$ cat src/rtl/pmt_pkg.sv
// Shared constants and record types for the PMT table and its lookup path.
// The sizes here must agree with sram_pmt.
package pmt_pkg;

    localparam int PMT_DATA_WIDTH = 32;
    localparam int PMT_ADDR_WIDTH = 5;
    localparam int PMT_DEPTH      = 32;
    localparam int PMT_RD_LAT     = 2;
    localparam int PMT_TAG_WIDTH  = 8;
    localparam int PMT_FIFO_DEPTH = 4;

    typedef struct packed {
        logic [PMT_DATA_WIDTH-1:0] data;
        logic                      hit;
        logic [PMT_TAG_WIDTH-1:0]  tag;
    } pmt_resp_t;

    // Statistics counters stick at all-ones instead of wrapping.
    function automatic logic [31:0] sat_inc(input logic [31:0] value);
        return (value == 32'hFFFF_FFFF) ? value : value + 32'd1;
    endfunction

endpackage

$ cat src/rtl/pmt_resp_fifo.sv
// Synchronous response FIFO for the PMT lookup path.
// The head and count come straight from registers; the head reads as zero while empty.
module pmt_resp_fifo #(
    parameter int WIDTH = 41,
    parameter int DEPTH = 4
) (
    input  logic                           clk,
    input  logic                           rst_n,
    input  logic                           push,
    input  logic [WIDTH-1:0]               push_data,
    input  logic                           pop,
    output logic [WIDTH-1:0]               head,
    output logic                           empty,
    output logic [$clog2(DEPTH+1)-1:0]     count
);

    localparam int PW = (DEPTH > 1) ? $clog2(DEPTH) : 1;
    localparam int CW = $clog2(DEPTH+1);

    logic [WIDTH-1:0] mem [DEPTH];
    logic [PW-1:0]    wr_ptr;
    logic [PW-1:0]    rd_ptr;
    logic             full;
    logic             do_push;
    logic             do_pop;

    function automatic logic [PW-1:0] ptr_inc(input logic [PW-1:0] ptr);
        return (ptr == PW'(DEPTH-1)) ? '0 : ptr + PW'(1);
    endfunction

    assign empty   = (count == '0);
    assign full    = (count == CW'(DEPTH));
    assign do_pop  = pop & ~empty;
    assign do_push = push & (~full | do_pop);
    assign head    = empty ? '0 : mem[rd_ptr];

    always_ff @(posedge clk) begin
        if (do_push) begin
            mem[wr_ptr] <= push_data;
        end
    end

    always_ff @(posedge clk or negedge rst_n) begin
        if (!rst_n) begin
            wr_ptr <= '0;
            rd_ptr <= '0;
            count  <= '0;
        end else begin
            if (do_push) begin
                wr_ptr <= ptr_inc(wr_ptr);
            end
            if (do_pop) begin
                rd_ptr <= ptr_inc(rd_ptr);
            end
            case ({do_push, do_pop})
                2'b10:   count <= count + CW'(1);
                2'b01:   count <= count - CW'(1);
                default: count <= count;
            endcase
        end
    end

    // The upstream credit scheme must never push into a full buffer.
    assert property (@(posedge clk) disable iff (!rst_n) !(push && full && !pop))
        else $error("pmt_resp_fifo overflow");

endmodule

$ cat src/rtl/pmt_lookup_ctrl.sv
// Read-side initiator for the PMT table: issues SRAM reads, realigns the fixed-latency
// return with its request, buffers results and delivers them in order under backpressure.
module pmt_lookup_ctrl
    import pmt_pkg::*;
#(
    parameter int DATA_WIDTH = PMT_DATA_WIDTH,
    parameter int ADDR_WIDTH = PMT_ADDR_WIDTH,
    parameter int DEPTH      = PMT_DEPTH,
    parameter int TAG_WIDTH  = PMT_TAG_WIDTH,
    parameter int RD_LAT     = PMT_RD_LAT,
    parameter int FIFO_DEPTH = PMT_FIFO_DEPTH
) (
    input  logic                  clk,
    input  logic                  rst_n,
    input  logic                  req_valid,
    output logic                  req_ready,
    input  logic [ADDR_WIDTH-1:0] req_addr,
    input  logic [TAG_WIDTH-1:0]  req_tag,
    output logic                  sram_rd_en,
    output logic [ADDR_WIDTH-1:0] sram_rd_addr,
    input  logic [DATA_WIDTH-1:0] sram_rd_data,
    input  logic                  sram_rd_valid,
    output logic                  resp_valid,
    input  logic                  resp_ready,
    output logic [DATA_WIDTH-1:0] resp_data,
    output logic                  resp_hit,
    output logic [TAG_WIDTH-1:0]  resp_tag,
    output logic [31:0]           stat_lookups,
    output logic [31:0]           stat_hits
);

    localparam int RESP_W = DATA_WIDTH + 1 + TAG_WIDTH;
    localparam int FCW    = $clog2(FIFO_DEPTH+1);
    localparam int OW     = $clog2(FIFO_DEPTH+RD_LAT+1);

    typedef struct packed {
        logic [DATA_WIDTH-1:0] data;
        logic                  hit;
        logic [TAG_WIDTH-1:0]  tag;
    } resp_t;

    typedef struct packed {
        logic                 issued;
        logic                 force_miss;
        logic [TAG_WIDTH-1:0] tag;
    } pipe_t;

    pipe_t           pipe [RD_LAT];
    logic            running;
    logic            in_range;
    logic            accept;
    logic            pop;
    logic [OW-1:0]   inflight;
    logic [FCW-1:0]  fifo_count;
    logic            fifo_empty;
    logic            ret_hit;
    resp_t           push_rec;
    resp_t           head_rec;

    generate
        if (DEPTH >= (1 << ADDR_WIDTH)) begin : g_full_range
            assign in_range = 1'b1;
        end else begin : g_part_range
            assign in_range = (int'(req_addr) < DEPTH);
        end
    endgenerate

    always_comb begin
        inflight = '0;
        for (int i = 0; i < RD_LAT; i++) begin
            inflight = inflight + OW'(pipe[i].issued);
        end
    end

    // Credits count both buffered and still-in-flight responses, so a push can never overflow.
    assign req_ready    = running & ((OW'(fifo_count) + inflight) < OW'(FIFO_DEPTH));
    assign accept       = req_valid & req_ready;
    assign sram_rd_en   = accept & in_range;
    assign sram_rd_addr = sram_rd_en ? req_addr : '0;

    always_ff @(posedge clk or negedge rst_n) begin
        if (!rst_n) begin
            running <= 1'b0;
        end else begin
            running <= 1'b1;
        end
    end

    // Out-of-range requests still occupy a slot so responses stay in request order.
    always_ff @(posedge clk or negedge rst_n) begin
        if (!rst_n) begin
            for (int i = 0; i < RD_LAT; i++) begin
                pipe[i] <= '0;
            end
        end else begin
            pipe[0] <= '{issued: accept, force_miss: ~in_range, tag: req_tag};
            for (int i = 1; i < RD_LAT; i++) begin
                pipe[i] <= pipe[i-1];
            end
        end
    end

    assign ret_hit       = sram_rd_valid & ~pipe[RD_LAT-1].force_miss;
    assign push_rec.data = ret_hit ? sram_rd_data : '0;
    assign push_rec.hit  = ret_hit;
    assign push_rec.tag  = pipe[RD_LAT-1].tag;

    pmt_resp_fifo #(
        .WIDTH (RESP_W),
        .DEPTH (FIFO_DEPTH)
    ) u_resp_fifo (
        .clk       (clk),
        .rst_n     (rst_n),
        .push      (pipe[RD_LAT-1].issued),
        .push_data (push_rec),
        .pop       (pop),
        .head      (head_rec),
        .empty     (fifo_empty),
        .count     (fifo_count)
    );

    assign resp_valid = ~fifo_empty;
    assign resp_data  = head_rec.data;
    assign resp_hit   = head_rec.hit;
    assign resp_tag   = head_rec.tag;
    assign pop        = resp_valid & resp_ready;

    always_ff @(posedge clk or negedge rst_n) begin
        if (!rst_n) begin
            stat_lookups <= '0;
            stat_hits    <= '0;
        end else begin
            if (accept) begin
                stat_lookups <= sat_inc(stat_lookups);
            end
            if (pop && head_rec.hit) begin
                stat_hits <= sat_inc(stat_hits);
            end
        end
    end

endmodule

$ cat config.mk
export PLATFORM = sky130hd
export DESIGN_NAME = pmt_lookup_ctrl
export DESIGN_NICKNAME = d
export VERILOG_FILES = /design/src/rtl/pmt_pkg.sv /design/src/rtl/pmt_resp_fifo.sv /design/src/rtl/pmt_lookup_ctrl.sv
export SDC_FILE = /design/constraint.sdc
export NUM_CORES = 1
export LEC_CHECK = 0
export BUFFER_PORTS_ARGS = -buffer_cell sky130_fd_sc_hd__buf_2
export CAP_MARGIN = 20
export CORE_MARGIN = 5
export CORE_UTILIZATION = 51
export CTS_CLUSTER_SIZE = 10
export DETAILED_ROUTE_END_ITERATION = 10
export PLACE_DENSITY = 0.74
export SLEW_MARGIN = 20
export SYNTH_ARGS = -nofsm -noshare
export SYNTH_HDL_FRONTEND = slang
export SYNTH_SLANG_ARGS = --single-unit
$ cat constraint.sdc
create_clock -name clk -period 2.2 [get_ports clk]
set_input_delay 0.44 -clock clk [delete_from_list [all_inputs] [get_ports clk]]
set_output_delay 0.44 -clock clk [all_outputs]
set_load 0.03 [all_outputs]
==> results.cfg <==
[synthesis]
synth-main-ff-cell = sky130_fd_sc_hd__edfxtp_1
seq_area_frac_synth = 0.673
synth.cell_area_mm2 = 0.0107
mappedNetlistNets = 754
synth_area_per_cell_um2 = 15.4
synth_warnings = 0
postSynth.asyncResetShare = 0.354
synth.ff_latch_count = 254
synth-edff-count = 164
synth_cell_types = 51
postSynthCellCount = 694

[place]
io_buffer_count = 162
detailedPlacementHpwl_um = 13800
place.gp.congestion = 0.834

[layout]
n_fill_cell = 1426
layout.cells.most_common = sky130_fd_sc_hd__edfxtp_1
mostFrequentLayoutCells = 164 x sky130_fd_sc_hd__edfxtp_1, 114 x sky130_fd_sc_hd__buf_2, 87 x sky130_fd_sc_hd__dfrtp_1
diodes = 0
area_growth_syn_to_layout_pct = 33.4
nets = 994
share_of_final_layout_standard_cells_stronger_than_drive_strength_1 = 0.432

[min_path]
worstHoldStart = req_tag[4]
holdCritPathClass = primary input to flop

[grt]
antenna_found_initial = 2
globalRouteOverflowTotal = 0
grt_pass1_wl_um = 37200
first_global_vias = 7029
global_route.usage.total = 0.193
largest_net_degree_at_the_start_of_global_routing = 43

[power_and_ir_drop]
power.total_uw = 17100
irDropWorstVdd_v = 0.000778
leakage_uw = 0.00571
pwr_density_cell_mw_per_mm2 = 1200

[floorplanning]
die_w_um = 155
placeableCoreArea_mm2 = 0.0208
std_cell_rows = 53
initial_core_util = 0.512
die_height_um = 155
dieArea_mm2 = 0.0239
io-pin-count = 163

[clock_tree]
htree_num_levels = 1
cts.path.max_buffers = 3
clkSlewWorstSetupHoldPaths_ns = 0.06
clock_latency_ns = 0.53
cts_num_sinks = 254
tritoncts_clock_tree = done
numCtsBuffers = 29
clock-root-buffer = sky130_fd_sc_hd__clkbuf_16

[sta]
fin_worst_setup_slack_ns = -0.409
unrepaired_setup_endpoints_after_global_routing = yes
max_slew_margin = 0.514
finalSetupViolations = 55
final-max-slew-violation-count = 0
final_hold_viol_count = 0
worstMarginPinSlew_ns = 0.722
clock_skew_ns = 0.0134
achievable-frequency_ghz = 0.383
min_period_ns = 2.61
timing.final.crit_share = 1.19
fin_tns_setup_ns = -13.06

[critical_path]
timing.critical_path.from_type = flop
reg2reg_from = u_resp_fifo.count[0]
crit_path_end = sram_rd_addr[2]
crit_fanout = 7
timing.critical_path.arrival_ns = 2.17
critical_path_class = flop to primary output
worst_r2r_path_depth = 11
reg2reg_setup_slack_ns = -0.09
worst-endpoint-required_ns = 1.76
critPathLaunch = u_resp_fifo.count[0]
rr_endpoint = stat_lookups[15]
setup.worst_path.end_class = primary output

[status]
violations = negative setup slack
outcome = finished, violations left

[drt]
drt_wl_total_um = 23600
vias_per_cell = 5.39
post_drt_wl_per_cell_um = 19.2
drt-pass1-iter-count = 4
final_antenna_net_count = 0
initialDrtViolationCount = 353
num_vias = 6635
post-route-drc-count = 0

[flow_run]
max_cap_viol_count = 0
## metal layers
metal	wire (µm)	part of all wire	global-route usage
met5	21	0.00089	0
met4	266	0.011	0.0378
met3	1440	0.061	0.0406
met2	11900	0.51	0.325
met1	9960	0.42	0.264
## cell usage after synthesis, types with 2 or more instances
library cell / count / area share
sky130_fd_sc_hd__and4_1: 6 / 0.0049
sky130_fd_sc_hd__nand2_1: 33 / 0.012
sky130_fd_sc_hd__nor2_1: 27 / 0.0095
sky130_fd_sc_hd__or4_4: 2 / 0.0021
sky130_fd_sc_hd__xor2_1: 27 / 0.022
sky130_fd_sc_hd__nor4_2: 3 / 0.0035
sky130_fd_sc_hd__inv_1: 13 / 0.0046
sky130_fd_sc_hd__nor2_2: 2 / 0.0012
sky130_fd_sc_hd__buf_2: 9 / 0.0042
sky130_fd_sc_hd__nor4_1: 12 / 0.0070
sky130_fd_sc_hd__a21oi_1: 2 / 0.00094
sky130_fd_sc_hd__edfxtp_1: 164 / 0.46
sky130_fd_sc_hd__dfrtp_1: 90 / 0.21
sky130_fd_sc_hd__and3_1: 4 / 0.0023
sky130_fd_sc_hd__or2_1: 2 / 0.0012
sky130_fd_sc_hd__nand4_1: 23 / 0.013
sky130_fd_sc_hd__a31oi_1: 4 / 0.0023
sky130_fd_sc_hd__ha_1: 9 / 0.011
sky130_fd_sc_hd__and4b_1: 2 / 0.0019
sky130_fd_sc_hd__clkbuf_1: 16 / 0.0056
sky130_fd_sc_hd__and2_1: 87 / 0.051
sky130_fd_sc_hd__mux4_2: 41 / 0.087
sky130_fd_sc_hd__nand3_1: 33 / 0.015
sky130_fd_sc_hd__xnor2_1: 30 / 0.025
sky130_fd_sc_hd__mux2_2: 2 / 0.0021
sky130_fd_sc_hd__mux2_1: 6 / 0.0063
sky130_fd_sc_hd__nor3_1: 15 / 0.0070
sky130_fd_sc_hd__nand2b_1: 2 / 0.0012
sky130_fd_sc_hd__nand4_2: 2 / 0.0023
sky130_fd_sc_hd__o21ai_0: 5 / 0.0023
## stage by stage
step           worst slack, ns   util  hold slack [ns]  instance area [µm²]  std cells
2_1_floorplan           -0.223      -            0.144                10800        694
6_report                -0.409  0.683           0.0333                14200       1230
5_1_grt                 -0.498  0.683          0.00693                14200       1230
4_1_cts                 -0.520  0.674          0.00952                14000       1229
3_5_place_dp           -0.0551  0.587            0.340                12200       1144
3_3_place_gp            0.0350  0.587            0.333                12200       1144
## how the worst min path moves through the flow
| stage | endpoint | cells after the start |
|---|---|---|
| final | pipe[14] | 1 |
| after global routing | pipe[13] | 1 |
| after CTS | pipe[13] | 1 |
| after detailed placement | pipe[2] | 0 |
| after global placement | pipe[4] | 0 |
| after floorplan | pipe[0] | 0 |
## logic make-up after synthesis
group | share of synthesized area
flip-flops | 0.673
adder cells (fa/ha/maj) | 0.0124
buffers and inverters | 0.0148
multiplexers | 0.0960
XOR/XNOR | 0.0468
AO/OA/AOI/OAI | 0.0136
other | 0.000352
AND/OR/NAND/NOR | 0.143
## repair_timing
item                                   4_1_cts  5_1_grt
resized for setup                          183       53
hold buffers                                 5        0
setup buffers                               23        9
setup endpoints to repair                   55       85
endpoints found under the hold margin       43        0
gates cloned                                 5        1
pin swaps                                   11       59
## sequential cells by signal (all words and copies together), names as in the netlist
signal and count:
pipe 18, running 1, stat_hits 32, stat_lookups 32
u_resp_fifo.count 3, u_resp_fifo.mem 164, u_resp_fifo.rd_ptr 2, u_resp_fifo.wr_ptr 2
## worst max-delay path: stages, from the launching register on
cell and delay (ns):
sky130_fd_sc_hd__dfrtp_1 0.40, sky130_fd_sc_hd__ha_4 0.25, sky130_fd_sc_hd__a21o_1 0.18, sky130_fd_sc_hd__a221oi_4 0.30, sky130_fd_sc_hd__nand2_2 0.14, sky130_fd_sc_hd__clkinv_4 0.11, sky130_fd_sc_hd__and2_4 0.14, sky130_fd_sc_hd__buf_6 0.12
## power by group
| part | leakage, µW | internal (µW) | switching [µW] |
|---|---|---|---|
| Clock | 0.000391 | 2450 | 1720 |
| Combinational | 0.00265 | 3620 | 3420 |
| Sequential | 0.00267 | 5540 | 300 |
| Total | 0.00571 | 11600 | 5440 |
## cell type report
type / instances / area, µm² / share of cell area
flip-flops and latches: 254 / 7180 / 0.505
multi-input cells: 401 / 3800 / 0.267
repair buffers: 234 / 2030 / 0.142
clock buffers: 50 / 805 / 0.0565
well taps: 275 / 344 / 0.0242
inverters: 14 / 57.6 / 0.00404
clock inverters: 2 / 13.8 / 0.000967
Power figures use the tool's default switching activity.
